<file path="src/rtl/mem_port_arbiter.sv">
// mem_port_arbiter: shares one single-port memory between fetch (IF) and load/store (DM).
// Define ARB_TIMEOUT_EN to abort accesses that wait TIMEOUT_CYCLES cycles without mem_ready_in.
module mem_port_arbiter #(
  parameter int ADDR_WIDTH     = 32,
  parameter int DATA_WIDTH     = 32,
  parameter int TIMEOUT_CYCLES = 16
) (
  input  logic                    clk_in,
  input  logic                    rst_in,
  input  logic                    if_req_in,
  input  logic [ADDR_WIDTH-1:0]   if_addr_in,
  input  logic                    if_flush_in,
  output logic [DATA_WIDTH-1:0]   if_rdata_out,
  output logic                    if_ack_out,
  input  logic                    dm_req_in,
  input  logic                    dm_we_in,
  input  logic [DATA_WIDTH/8-1:0] dm_wmask_in,
  input  logic [ADDR_WIDTH-1:0]   dm_addr_in,
  input  logic [DATA_WIDTH-1:0]   dm_wdata_in,
  output logic [DATA_WIDTH-1:0]   dm_rdata_out,
  output logic                    dm_ack_out,
  output logic                    err_out,
  output logic                    mem_req_out,
  output logic                    mem_we_out,
  output logic [DATA_WIDTH/8-1:0] mem_wmask_out,
  output logic [ADDR_WIDTH-1:0]   mem_addr_out,
  output logic [DATA_WIDTH-1:0]   mem_wdata_out,
  input  logic [DATA_WIDTH-1:0]   mem_rdata_in,
  input  logic                    mem_ready_in,
  output logic                    stall_out
);

  typedef enum logic [1:0] {IDLE, IF_ACC, DM_ACC, ACK} state_t;
  typedef enum logic {GNT_IF, GNT_DM} grant_t;

  state_t state;
  grant_t last_grant;
  logic   if_discard;
  logic   if_live;
  logic   grant_if;
  logic   grant_dm;
  logic   drop_fetch;

`ifdef ARB_TIMEOUT_EN
  localparam int CNT_W = (TIMEOUT_CYCLES > 1) ? $clog2(TIMEOUT_CYCLES) : 1;
  localparam logic [CNT_W-1:0] CNT_LAST = CNT_W'(TIMEOUT_CYCLES - 1);
  logic [CNT_W-1:0] wait_cnt;
`endif

  // On a tie the requester that did not win last time gets the port.
  always_comb begin
    if_live    = if_req_in & ~if_flush_in;
    grant_dm   = dm_req_in & (~if_live | (last_grant == GNT_IF));
    grant_if   = if_live & ~grant_dm;
    drop_fetch = if_discard | if_flush_in;
  end

  assign stall_out = (if_req_in & ~if_ack_out & ~if_flush_in) | (dm_req_in & ~dm_ack_out);

  always_ff @(posedge clk_in) begin
    if (rst_in) begin
      state         <= IDLE;
      last_grant    <= GNT_IF;
      if_discard    <= 1'b0;
      mem_req_out   <= 1'b0;
      mem_we_out    <= 1'b0;
      mem_wmask_out <= '0;
      mem_addr_out  <= '0;
      mem_wdata_out <= '0;
      if_rdata_out  <= '0;
      if_ack_out    <= 1'b0;
      dm_rdata_out  <= '0;
      dm_ack_out    <= 1'b0;
      err_out       <= 1'b0;
`ifdef ARB_TIMEOUT_EN
      wait_cnt      <= '0;
`endif
    end else begin
      if_ack_out <= 1'b0;
      dm_ack_out <= 1'b0;
      err_out    <= 1'b0;
      case (state)
        IDLE: begin
`ifdef ARB_TIMEOUT_EN
          wait_cnt <= '0;
`endif
          if (grant_dm) begin
            mem_req_out   <= 1'b1;
            mem_we_out    <= dm_we_in;
            mem_wmask_out <= dm_wmask_in;
            mem_addr_out  <= dm_addr_in;
            mem_wdata_out <= dm_wdata_in;
            last_grant    <= GNT_DM;
            state         <= DM_ACC;
          end else if (grant_if) begin
            mem_req_out   <= 1'b1;
            mem_we_out    <= 1'b0;
            mem_wmask_out <= '0;
            mem_addr_out  <= if_addr_in;
            mem_wdata_out <= '0;
            last_grant    <= GNT_IF;
            if_discard    <= 1'b0;
            state         <= IF_ACC;
          end
        end
        IF_ACC, DM_ACC: begin
          if (state == IF_ACC && if_flush_in)
            if_discard <= 1'b1;
          // A flushed fetch still finishes on the bus but its ack and data are dropped.
          if (mem_ready_in) begin
            mem_req_out <= 1'b0;
            state       <= ACK;
            if (state == DM_ACC) begin
              dm_rdata_out <= mem_rdata_in;
              dm_ack_out   <= 1'b1;
            end else if (!drop_fetch) begin
              if_rdata_out <= mem_rdata_in;
              if_ack_out   <= 1'b1;
            end
          end
`ifdef ARB_TIMEOUT_EN
          else if (wait_cnt == CNT_LAST) begin
            mem_req_out <= 1'b0;
            state       <= ACK;
            if (state == DM_ACC) begin
              dm_rdata_out <= '0;
              dm_ack_out   <= 1'b1;
              err_out      <= 1'b1;
            end else if (!drop_fetch) begin
              if_rdata_out <= '0;
              if_ack_out   <= 1'b1;
              err_out      <= 1'b1;
            end
          end else begin
            wait_cnt <= wait_cnt + CNT_W'(1);
          end
`endif
        end
        ACK:     state <= IDLE;
        default: state <= IDLE;
      endcase
    end
  end

endmodule

</file>
<file path="config.mk">
export PLATFORM = sky130hd
export DESIGN_NAME = mem_port_arbiter
export DESIGN_NICKNAME = d
export VERILOG_FILES = /design/src/rtl/mem_port_arbiter.sv
export SDC_FILE = /design/constraint.sdc
export NUM_CORES = 1
export LEC_CHECK = 0
export CORE_MARGIN = 1.5
export CORE_UTILIZATION = 42
export DETAILED_ROUTE_END_ITERATION = 10
export GPL_ROUTABILITY_DRIVEN = 0
export PLACE_DENSITY_LB_ADDON = 0.2
export SYNTH_ARGS = -nofsm -noshare
export SYNTH_HDL_FRONTEND = slang
export SYNTH_SLANG_ARGS = --single-unit
</file>
<file path="constraint.sdc">
create_clock -name clk_in -period 5.05 [get_ports clk_in]
set_input_delay 0.505 -clock clk_in [delete_from_list [all_inputs] [get_ports clk_in]]
set_output_delay 0.505 -clock clk_in [all_outputs]
set_load 0.05 [all_outputs]
</file>
==> results of run 1 <==
[Yosys cell counts (2+ instances only)]
cell type / number / area [sq um]
nand2_1: 163 / 612
dfxtp_1: 140 / 2800
a21oi_1: 100 / 500
nor2_1: 40 / 150
a22o_1: 37 / 324
a211oi_1: 33 / 248
clkbuf_1: 26 / 97.6
buf_2: 16 / 80.1
inv_1: 6 / 22.5
ha_1: 4 / 50.1
mux2i_1: 3 / 30.0
nand2b_1: 3 / 18.8
a21o_1: 2 / 15.0
buf_1: 2 / 7.51
nor2b_1: 2 / 12.5
o22ai_1: 2 / 12.5
[worst paths after layout]
| path | slack, ns | to | startpoint |
|---|---|---|---|
| setup / recovery | 2.28 | stall_out | if_flush_in |
| hold / removal | 0.45 | dm_rdata_out[10]$_SDFFE_PP0P_ | dm_rdata_out[10]$_SDFFE_PP0P_ |
| setup reg to reg | 2.48 | mem_wdata_out[20]$_SDFFE_PP0P_ | state[0]$_SDFFE_PP0P_ |
| hold reg to reg | 0.45 | dm_rdata_out[10]$_SDFFE_PP0P_ | dm_rdata_out[10]$_SDFFE_PP0P_ |
[metrics by stage]
| stage | setup slack, ns | instances | cell area (sq um) | power [mW] |
|---|---|---|---|---|
| after floorplan | 3.08 | 594 | 5100 | 2.75 |
| final | 2.28 | 1010 | 8530 | 4.71 |
| after global routing | 2.23 | 1010 | 8530 | 4.91 |
| after CTS | 2.29 | 1010 | 8530 | 4.73 |
| after detailed placement | 2.08 | 978 | 7920 | 3.45 |
| after global placement | 2.16 | 978 | 7920 | 3.41 |
[flip-flops by register name (all words and copies together), names as in the netlist]
| register | flops |
|---|---|
| if_rdata_out | 32 |
| state | 2 |
| mem_wdata_out | 32 |
| dm_ack_out | 1 |
| mem_wmask_out | 4 |
| dm_rdata_out | 32 |
| mem_we_out | 1 |
| mem_req_out | 1 |
| if_discard | 1 |
| mem_addr_out | 32 |
| last_grant | 1 |
| if_ack_out | 1 |
[cell families after synthesis]
family | synth area share (%)
simple gates | 16.8
compound gates | 22.3
flops | 54.9
buf+inv | 4.32
fa+ha+maj | 0.981
mux | 0.589
other cells | 0.0735
[worst reg2reg max path: stages (launching register included)]
cell and delay, ns:
dfxtp_1 0.31, inv_1 0.13, ha_1 0.29, inv_1 0.17
a21oi_2 0.54, buf_4 0.38, nor2_2 0.05, buf_4 0.28
a22o_1 0.29
[power breakdown]
group          total [mW]  switching, mW  leakage [nW]  internal (mW)
Sequential           1.44          0.118          1.14           1.33
Combinational        1.99           1.31          1.71          0.675
Clock                1.28          0.480         0.289          0.796
[cells in the final DEF, fill, tap and decap left out, types with 3 or more instances in the layout]
master,n
a22o_1,37
nand2_1,163
clkinvlp_4,3
ha_1,4
a21oi_1,99
clkdlybuf4s50_1,274
clkbuf_16,17
a211oi_1,33
nor2_1,38
buf_4,9
nand2b_1,3
mux2i_1,3
inv_1,6
dfxtp_1,140
clkinv_4,3
bufinv_16,3
[layer usage]
layer / global-route usage (%) / share of wire (%)
met5: 0 / 0
met4: 10.9 / 2.9
met3: 9.64 / 9.4
met2: 42.9 / 48
met1: 27.9 / 40
[final cells by class]
class                      count  area [sq um]
timing repair buffer         283          2810
tap                          147           184
clock buffer                  20           447
fill                         903          3380
sequential                   140          2800
multi-input combinational    402          2100
inverter                       6          22.5
clock inverter                12           164
==> results.sh, run 1 <==
export IMPL_hold_depth=2
export IMPL_maxSlewViolCount=0
export IMPL_syn_area_sq_mm=0.00510
export IMPL_required_ns=4.55
export IMPL_hold_slack_ns=0.453
export IMPL_maxSlewHeadroom_pct=18.8
export IMPL_start_util_pct=42.8
export IMPL_setup_violations=0
export IMPL_grt_usage_pct=25.1
export IMPL_hold_buffers=0
export IMPL_grt_pass1_vias=5118
export IMPL_num_rows=40
export IMPL_htreeDepth=4
export IMPL_syn2layout_area_growth_pct=67.2
export IMPL_grt_pass1_wl_um=25500
export IMPL_crit_path_end_kind="output pin"
export IMPL_gr_total_overflow=0
export IMPL_num_vias=5189
export IMPL_ys_flop_type="dfxtp_1"
export IMPL_clkLatencyLatePin_ns=0.42
export IMPL_powerDensity_mw_per_mm2=552
export IMPL_post_cts_buffers=0
export IMPL_synth_async_reset_ratio_pct=0
export IMPL_via_per_inst=5.14
export IMPL_crit_buf_inv=2
export IMPL_slowest_stage="clkdlybuf4s50_1"
export IMPL_syn_inst=594
export IMPL_critPathMostFrequentCell="clkdlybuf4s50_1"
export IMPL_reg2regPathDepth=8
export IMPL_leakagePower_nw=3.14
export IMPL_grt_max_degree=109
export IMPL_cts_tree="yes"
export IMPL_nets=993
export IMPL_clkSlewWorstSetupHoldPaths_ns=0.06
export IMPL_wirelength_um=16300
export IMPL_wl_per_cell_um=16.1
export IMPL_cp_arrival_ns=2.26
export IMPL_cts_buffers_inserted=17
export IMPL_tightest_slew_ns=1.22
export IMPL_cts_root_buf="clkbuf_16"
export IMPL_drcViolationCount=0
export IMPL_synth_edf_count=0
export IMPL_period_minus_slack_ns=2.77
export IMPL_cp_num_cells=4
export IMPL_layout_drive_gt1_share_pct=5.33
export IMPL_core_sq_mm=0.0119
export IMPL_yosys_register_bits=140
export IMPL_final_setup_tns_ns=0
export IMPL_syn_area_per_cell_sq_um=8.59
export IMPL_cpPeakStageDelay_ns=0.84
export IMPL_antenna_cells=0
export IMPL_path_max_fanout=5
export IMPL_vdd_drop_max_mv=0.284
export IMPL_cts_sinks=140
export IMPL_antenna_found_initial=0
export IMPL_die_x_um=113
export IMPL_die_area_sq_mm=0.0128
export IMPL_fin_crit_sh_pct=54.8
export IMPL_crit_type="in -> out"
export IMPL_drtIter0Drc=449
export IMPL_outcome="completed"
export IMPL_antenna_left=0
export IMPL_hp_class="reg -> reg"
export IMPL_ys_seq_area_share_pct=54.9
export IMPL_crit_chain="clkdlybuf4s50_1 > nand2b_1 > o22ai_1 > clkdlybuf4s50_1"
export IMPL_drv_cap=0
export IMPL_fmax_ghz=0.361
export IMPL_max_clock_path_buffers=2
export IMPL_ys_types=31
export IMPL_finClkSkew_ns=0.00910
export IMPL_ys_warn_count=0
export IMPL_postCtsResizedCells=0
export IMPL_io_buffers=275
export IMPL_syn_nets=737
export IMPL_place_hpwl_um=11300
export IMPL_final_hold_viol_count=0
export IMPL_cp_start_kind="input pin"
export IMPL_firstDrtPassIters=5
export IMPL_critical_path_top_delay_family="buffers and inverters"
export IMPL_pin_count=277
export IMPL_die_height_um=113
export IMPL_grt_setup_unrepaired="no"
export IMPL_fin_util_pct=71.6
No activity file was read; power rests on OpenSTA's default activity.
==> run 2: changes to the inputs <==
--- a/config.mk
+++ b/config.mk
@@ -6,7 +6,7 @@
 export NUM_CORES = 1
 export LEC_CHECK = 0
 export CORE_MARGIN = 1.5
-export CORE_UTILIZATION = 42
+export CORE_UTILIZATION = 39
 export DETAILED_ROUTE_END_ITERATION = 10
 export GPL_ROUTABILITY_DRIVEN = 0
 export PLACE_DENSITY_LB_ADDON = 0.2
==> constraint.sdc (replaced) <==
create_clock -name clk_in -period 2.8 [get_ports clk_in]
set_input_delay 0.28 -clock clk_in [delete_from_list [all_inputs] [get_ports clk_in]]
set_output_delay 0.28 -clock clk_in [all_outputs]
set_load 0.05 [all_outputs]
==> run 2 against run 1 <==
Combinational power is 81% higher. Utilization decreased by 4.1 points. First-iteration DRC count down 33%. Routed wire length about the same. Setup slack got worse by 1.8 ns. Clock skew fell by 0.0019 ns. Sequential power rose by 81%. Die area rose by 7.5%. Clock power grew 64%. Sequential share of layout area fell by 0.077 points. Count of clock-buffer cells in the layout grew 1. Largest power group unchanged.
==> results.sh, run 2 (synthesis gave the netlist of run 1 again) <==
export IMPL_outcome="completed"
export IMPL_hp_class="in -> reg"
export IMPL_maxSlewViolCount=0
export IMPL_wl_per_cell_um=15.7
export IMPL_wirelength_um=16300
export IMPL_clkLatencyLatePin_ns=0.41
export IMPL_via_per_inst=5.05
export IMPL_die_x_um=117
export IMPL_hold_depth=2
export IMPL_setup_violations=0
export IMPL_start_util_pct=40.3
export IMPL_num_rows=41
export IMPL_path_max_fanout=5
export IMPL_combPwrFrac_pct=43.4
export IMPL_maxSlewHeadroom_pct=61.8
export IMPL_power_switching_mw=3.39
export IMPL_layout_drive_gt1_share_pct=5.88
export IMPL_gr_total_overflow=0
export IMPL_cts_sinks=140
export IMPL_pin_count=277
export IMPL_place_hpwl_um=11500
export IMPL_io_buffers=275
export IMPL_cp_start_kind="input pin"
export IMPL_cpPeakStageDelay_ns=0.85
export IMPL_fmax_ghz=0.432
export IMPL_clkSlewWorstSetupHoldPaths_ns=0.05
export IMPL_r2r_slack_ns=0.72
export IMPL_swShare_pct=40.8
export IMPL_syn2layout_area_growth_pct=67.6
export IMPL_nets=998
export IMPL_required_ns=2.52
export IMPL_r2r_end="if_rdata_out[12]$_SDFFE_PP0P_"
export IMPL_p_int_mw=4.91
export IMPL_htreeDepth=4
export IMPL_final_hold_viol_count=0
export IMPL_leakagePower_nw=3.14
export IMPL_r2r_start="state[0]$_SDFFE_PP0P_"
export IMPL_firstDrtPassIters=4
export IMPL_antenna_cells=0
export IMPL_max_clock_path_buffers=2
export IMPL_grt_setup_unrepaired="no"
export IMPL_cts_root_buf="clkbuf_16"
export IMPL_core_sq_mm=0.0127
export IMPL_pwr_share_clk_pct=25.3
export IMPL_drcViolationCount=0
export IMPL_vdd_drop_max_mv=0.456
export IMPL_die_height_um=117
export IMPL_period_minus_slack_ns=2.32
export IMPL_slowest_stage="clkdlybuf4s50_1"
export IMPL_num_vias=5242
export IMPL_grt_pass1_vias=5168
export IMPL_powerDensity_mw_per_mm2=970
export IMPL_critPathMostFrequentCell="clkdlybuf4s50_1"
export IMPL_post_cts_buffers=0
export IMPL_crit_buf_inv=2
export IMPL_final_setup_tns_ns=0
export IMPL_crit_path_end_kind="output pin"
export IMPL_tightest_slew_ns=0.571
export IMPL_cp_arrival_ns=2.04
export IMPL_antenna_left=0
export IMPL_crit_type="in -> out"
export IMPL_antenna_found_initial=0
export IMPL_min_from="rst_in"
export IMPL_pwr_share_seq_pct=31.4
export IMPL_finClkSkew_ns=0.00719
export IMPL_die_area_sq_mm=0.0138
export IMPL_postCtsResizedCells=0
export IMPL_cts_buffers_inserted=17
export IMPL_reg2regPathDepth=7
export IMPL_hold_end="last_grant$_SDFFE_PP0P_"
export IMPL_grt_usage_pct=23.8
export IMPL_crit_chain="clkdlybuf4s50_1 > nand2b_1 > o22ai_1 > clkdlybuf4s50_1"
export IMPL_hold_slack_ns=0.292
export IMPL_fin_crit_sh_pct=82.7
export IMPL_grt_max_degree=51
export IMPL_grt_pass1_wl_um=26500
export IMPL_critical_path_top_delay_family="buffers and inverters"
export IMPL_drtIter0Drc=302
export IMPL_cts_tree="yes"
export IMPL_drv_cap=0
export IMPL_hold_buffers=0
export IMPL_layout_commonest_cell="clkdlybuf4s50_1"
export IMPL_final_cell_mix="274 x clkdlybuf4s50_1, 163 x nand2_1, 140 x dfxtp_1"
-- run 2: worst max path at each step --
stage / start / endpoint / cells after the start
CTS: if_flush_in / stall_out / 4
detailed placement: if_flush_in / stall_out / 4
finish: if_flush_in / stall_out / 4
global route: dm_req_in / stall_out / 4
global placement: if_flush_in / stall_out / 4
floorplan: state[1]$_SDFFE_PP0P_ / if_rdata_out[0]$_SDFFE_PP0P_ / 9
-- run 2: cell type report --
class                   count  area [sq um]
well taps                 172           215
flip-flops and latches    140          2800
clock buffers              21           470
fillers                  1056          4120
inverters                   6          22.5
repair buffers            288          2850
clock inverters            10          91.3
multi-input cells         402          2100
-- run 2: routing by layer --
metal  global-route usage, %  vias up  share of wire [%]
li1                        -     2545                  -
met1                    26.9     2455                 39
met2                    40.7      214                 49
met3                    8.61       28                9.2
met4                    9.95        0                2.4
met5                       0        -                  0
-- run 2: power by group through the flow --
| stage | sequential [mW] | combinational, mW | clock [mW] |
|---|---|---|---|
| 2_1_floorplan | 3.91 | 1.05 | 0 |
| 3_3_place_gp | 2.61 | 3.53 | 0 |
| 3_5_place_dp | 2.64 | 3.59 | 0 |
| 4_1_cts | 2.60 | 3.61 | 2.14 |
| 5_1_grt | 2.64 | 3.81 | 2.24 |
| 6_report | 2.60 | 3.60 | 2.10 |
-- run 2: through the flow --
stage               util [%]  setup WS (ns)  power, mW  instances  instance area [sq um]
floorplan                  -          0.939       4.96        594                   5100
global placement        63.0          0.509       6.15       1008                   7990
detailed placement      63.0          0.489       6.23       1008                   7990
CTS                     67.5          0.489       8.35       1039                   8550
global route            67.5          0.436       8.69       1039                   8550
finish                  67.5          0.483       8.29       1039                   8550
==> run 3: changes to the inputs <==
--- a/config.mk
+++ b/config.mk
@@ -6,7 +6,7 @@
 export NUM_CORES = 1
 export LEC_CHECK = 0
 export CORE_MARGIN = 1.5
-export CORE_UTILIZATION = 39
+export CORE_UTILIZATION = 35
 export DETAILED_ROUTE_END_ITERATION = 10
 export GPL_ROUTABILITY_DRIVEN = 0
 export PLACE_DENSITY_LB_ADDON = 0.2
==> constraint.sdc (replaced) <==
create_clock -name clk_in -period 2 [get_ports clk_in]
set_input_delay 0.2 -clock clk_in [delete_from_list [all_inputs] [get_ports clk_in]]
set_output_delay 0.2 -clock clk_in [all_outputs]
set_load 0.05 [all_outputs]
==> run 3 against run 2 <==
Non-clock buffer count increased by 5. Sequential share of layout area decreased by 0.74 points. Hold slack got worse by 0.072 ns. Sequential power increased by 41%. Cell count increased by 1.3%. Die area increased by 11%. Largest power group unchanged.
==> results.sh, run 3 (synthesis gave the netlist of run 1 again) <==
export IMPL_outcome="completed"
export IMPL_via_per_inst=5.01
export IMPL_final_cell_mix="273 x clkdlybuf4s50_1, 163 x nand2_1, 140 x dfxtp_1"
export IMPL_maxSlewHeadroom_pct=62.6
export IMPL_layout_drive_gt1_share_pct=6.54
export IMPL_power_mw=11.9
export IMPL_grt_pass1_wl_um=25500
export IMPL_crit_type="reg -> out"
export IMPL_tightest_slew_ns=0.559
export IMPL_drv_cap=0
export IMPL_cp_num_cells=1
export IMPL_wirelength_um=16900
export IMPL_hold_buffers=0
export IMPL_cts_buffers_inserted=17
export IMPL_period_minus_slack_ns=1.83
export IMPL_cts_tree="yes"
export IMPL_place_inst=1021
export IMPL_start_util_pct=36.3
export IMPL_cts_root_buf="clkbuf_16"
export IMPL_final_hold_viol_count=0
export IMPL_grt_usage_pct=21.5
export IMPL_dpl_cell_area_sq_mm=0.00817
export IMPL_leakagePower_nw=3.23
export IMPL_crit_chain="clkdlybuf4s50_1"
export IMPL_htreeDepth=4
export IMPL_nets=1003
export IMPL_die_x_um=124
export IMPL_place_hpwl_um=11700
export IMPL_post_cts_buffers=0
export IMPL_wl_per_cell_um=16.0
export IMPL_pin_count=277
export IMPL_cp_endpoint="mem_req_out"
export IMPL_maxSlewViolCount=0
export IMPL_crit_buf_inv=1
export IMPL_powerDensity_mw_per_mm2=1360
export IMPL_num_vias=5271
export IMPL_drtIter0Drc=285
export IMPL_cpPeakStageDelay_ns=0.85
export IMPL_fin_util_pct=62.3
export IMPL_drcViolationCount=0
export IMPL_io_buffers=275
export IMPL_required_ns=1.80
export IMPL_antenna_left=0
export IMPL_postCtsResizedCells=0
export IMPL_reg2regPathDepth=7
export IMPL_critical_path_top_delay_family="buffers and inverters"
export IMPL_grt_pass1_vias=5150
export IMPL_gr_total_overflow=0
export IMPL_die_height_um=124
export IMPL_critPathLaunch="mem_req_out$_SDFFE_PP0P_"
export IMPL_firstDrtPassIters=4
export IMPL_fin_cells=1052
export IMPL_hold_slack_ns=0.221
export IMPL_grt_setup_unrepaired="no"
export IMPL_path_max_fanout=3
export IMPL_crit_path_end_kind="output pin"
export IMPL_r2r_slack_ns=0.22
export IMPL_cts_sinks=140
export IMPL_final_setup_tns_ns=0
export IMPL_r2r_end="mem_addr_out[20]$_SDFFE_PP0P_"
export IMPL_vdd_drop_max_mv=0.854
export IMPL_antenna_found_initial=0
export IMPL_place_ws_ns=0.0675
export IMPL_finClkSkew_ns=0.00544
export IMPL_layout_commonest_cell="clkdlybuf4s50_1"
export IMPL_max_clock_path_buffers=2
export IMPL_fin_area_sq_mm=0.00875
export IMPL_clkSlewWorstSetupHoldPaths_ns=0.06
export IMPL_syn2layout_area_growth_pct=71.5
export IMPL_fmax_ghz=0.546
export IMPL_antenna_cells=0
export IMPL_r2r_start="state[0]$_SDFFE_PP0P_"
export IMPL_hp_class="in -> reg"
export IMPL_slowest_stage="clkdlybuf4s50_1"
export IMPL_die_area_sq_mm=0.0153
export IMPL_num_rows=43
export IMPL_cp_start_kind="flip-flop"
export IMPL_final_setup_worst_slack_ns=0.170
export IMPL_setup_violations=0
export IMPL_cp_arrival_ns=1.63
export IMPL_grt_max_degree=72
export IMPL_core_sq_mm=0.0140
export IMPL_fin_crit_sh_pct=91.5
export IMPL_clkLatencyLatePin_ns=0.41
run 3: worst reg2reg max path, delay by kind of cell, from the launching register on:
kind | cells | cell delay (ns)
buf+inv | 3 | 0.52
compound gates | 2 | 0.47
flops | 1 | 0.31
fa+ha+maj | 1 | 0.31
simple gates | 1 | 0.07
run 3: layout make-up:
class                           count  area, sq um
Clock buffer                       20          457
Clock inverter                     11          120
Fill cell                        1146         5300
Inverter                            6         22.5
Multi-Input combinational cell    402         2100
Sequential cell                   140         2800
Tap cell                          180          225
Timing Repair Buffer              293         3020
run 3: where the power goes:
group          internal, mW  total, mW  leakage [nW]  switching (mW)
Combinational          1.88       5.22          1.81            3.34
Sequential             3.35       3.66          1.14           0.306
Clock                  1.89       3.06         0.278            1.17
run 3: worst min-delay path by stage:
stage,to,cells after the start,from,slack [ns]
after floorplan,mem_wdata_out[10]$_SDFFE_PP0P_,1,dm_wdata_in[10],0.33
after global placement,dm_rdata_out[27]$_SDFFE_PP0P_,2,dm_rdata_out[27]$_SDFFE_PP0P_,0.44
after detailed placement,if_rdata_out[23]$_SDFFE_PP0P_,2,if_rdata_out[23]$_SDFFE_PP0P_,0.45
after CTS,mem_addr_out[14]$_SDFFE_PP0P_,2,rst_in,0.20
after global routing,mem_addr_out[6]$_SDFFE_PP0P_,2,rst_in,0.22
final,mem_addr_out[14]$_SDFFE_PP0P_,2,rst_in,0.22
run 3: routing by layer:
layer	vias up	GRT usage [%]	wire (um)
met5	-	0	0
met4	0	8.76	380
met3	27	8.70	1850
met2	239	35.9	8000
met1	2447	24.2	6640
li1	2558	-	-
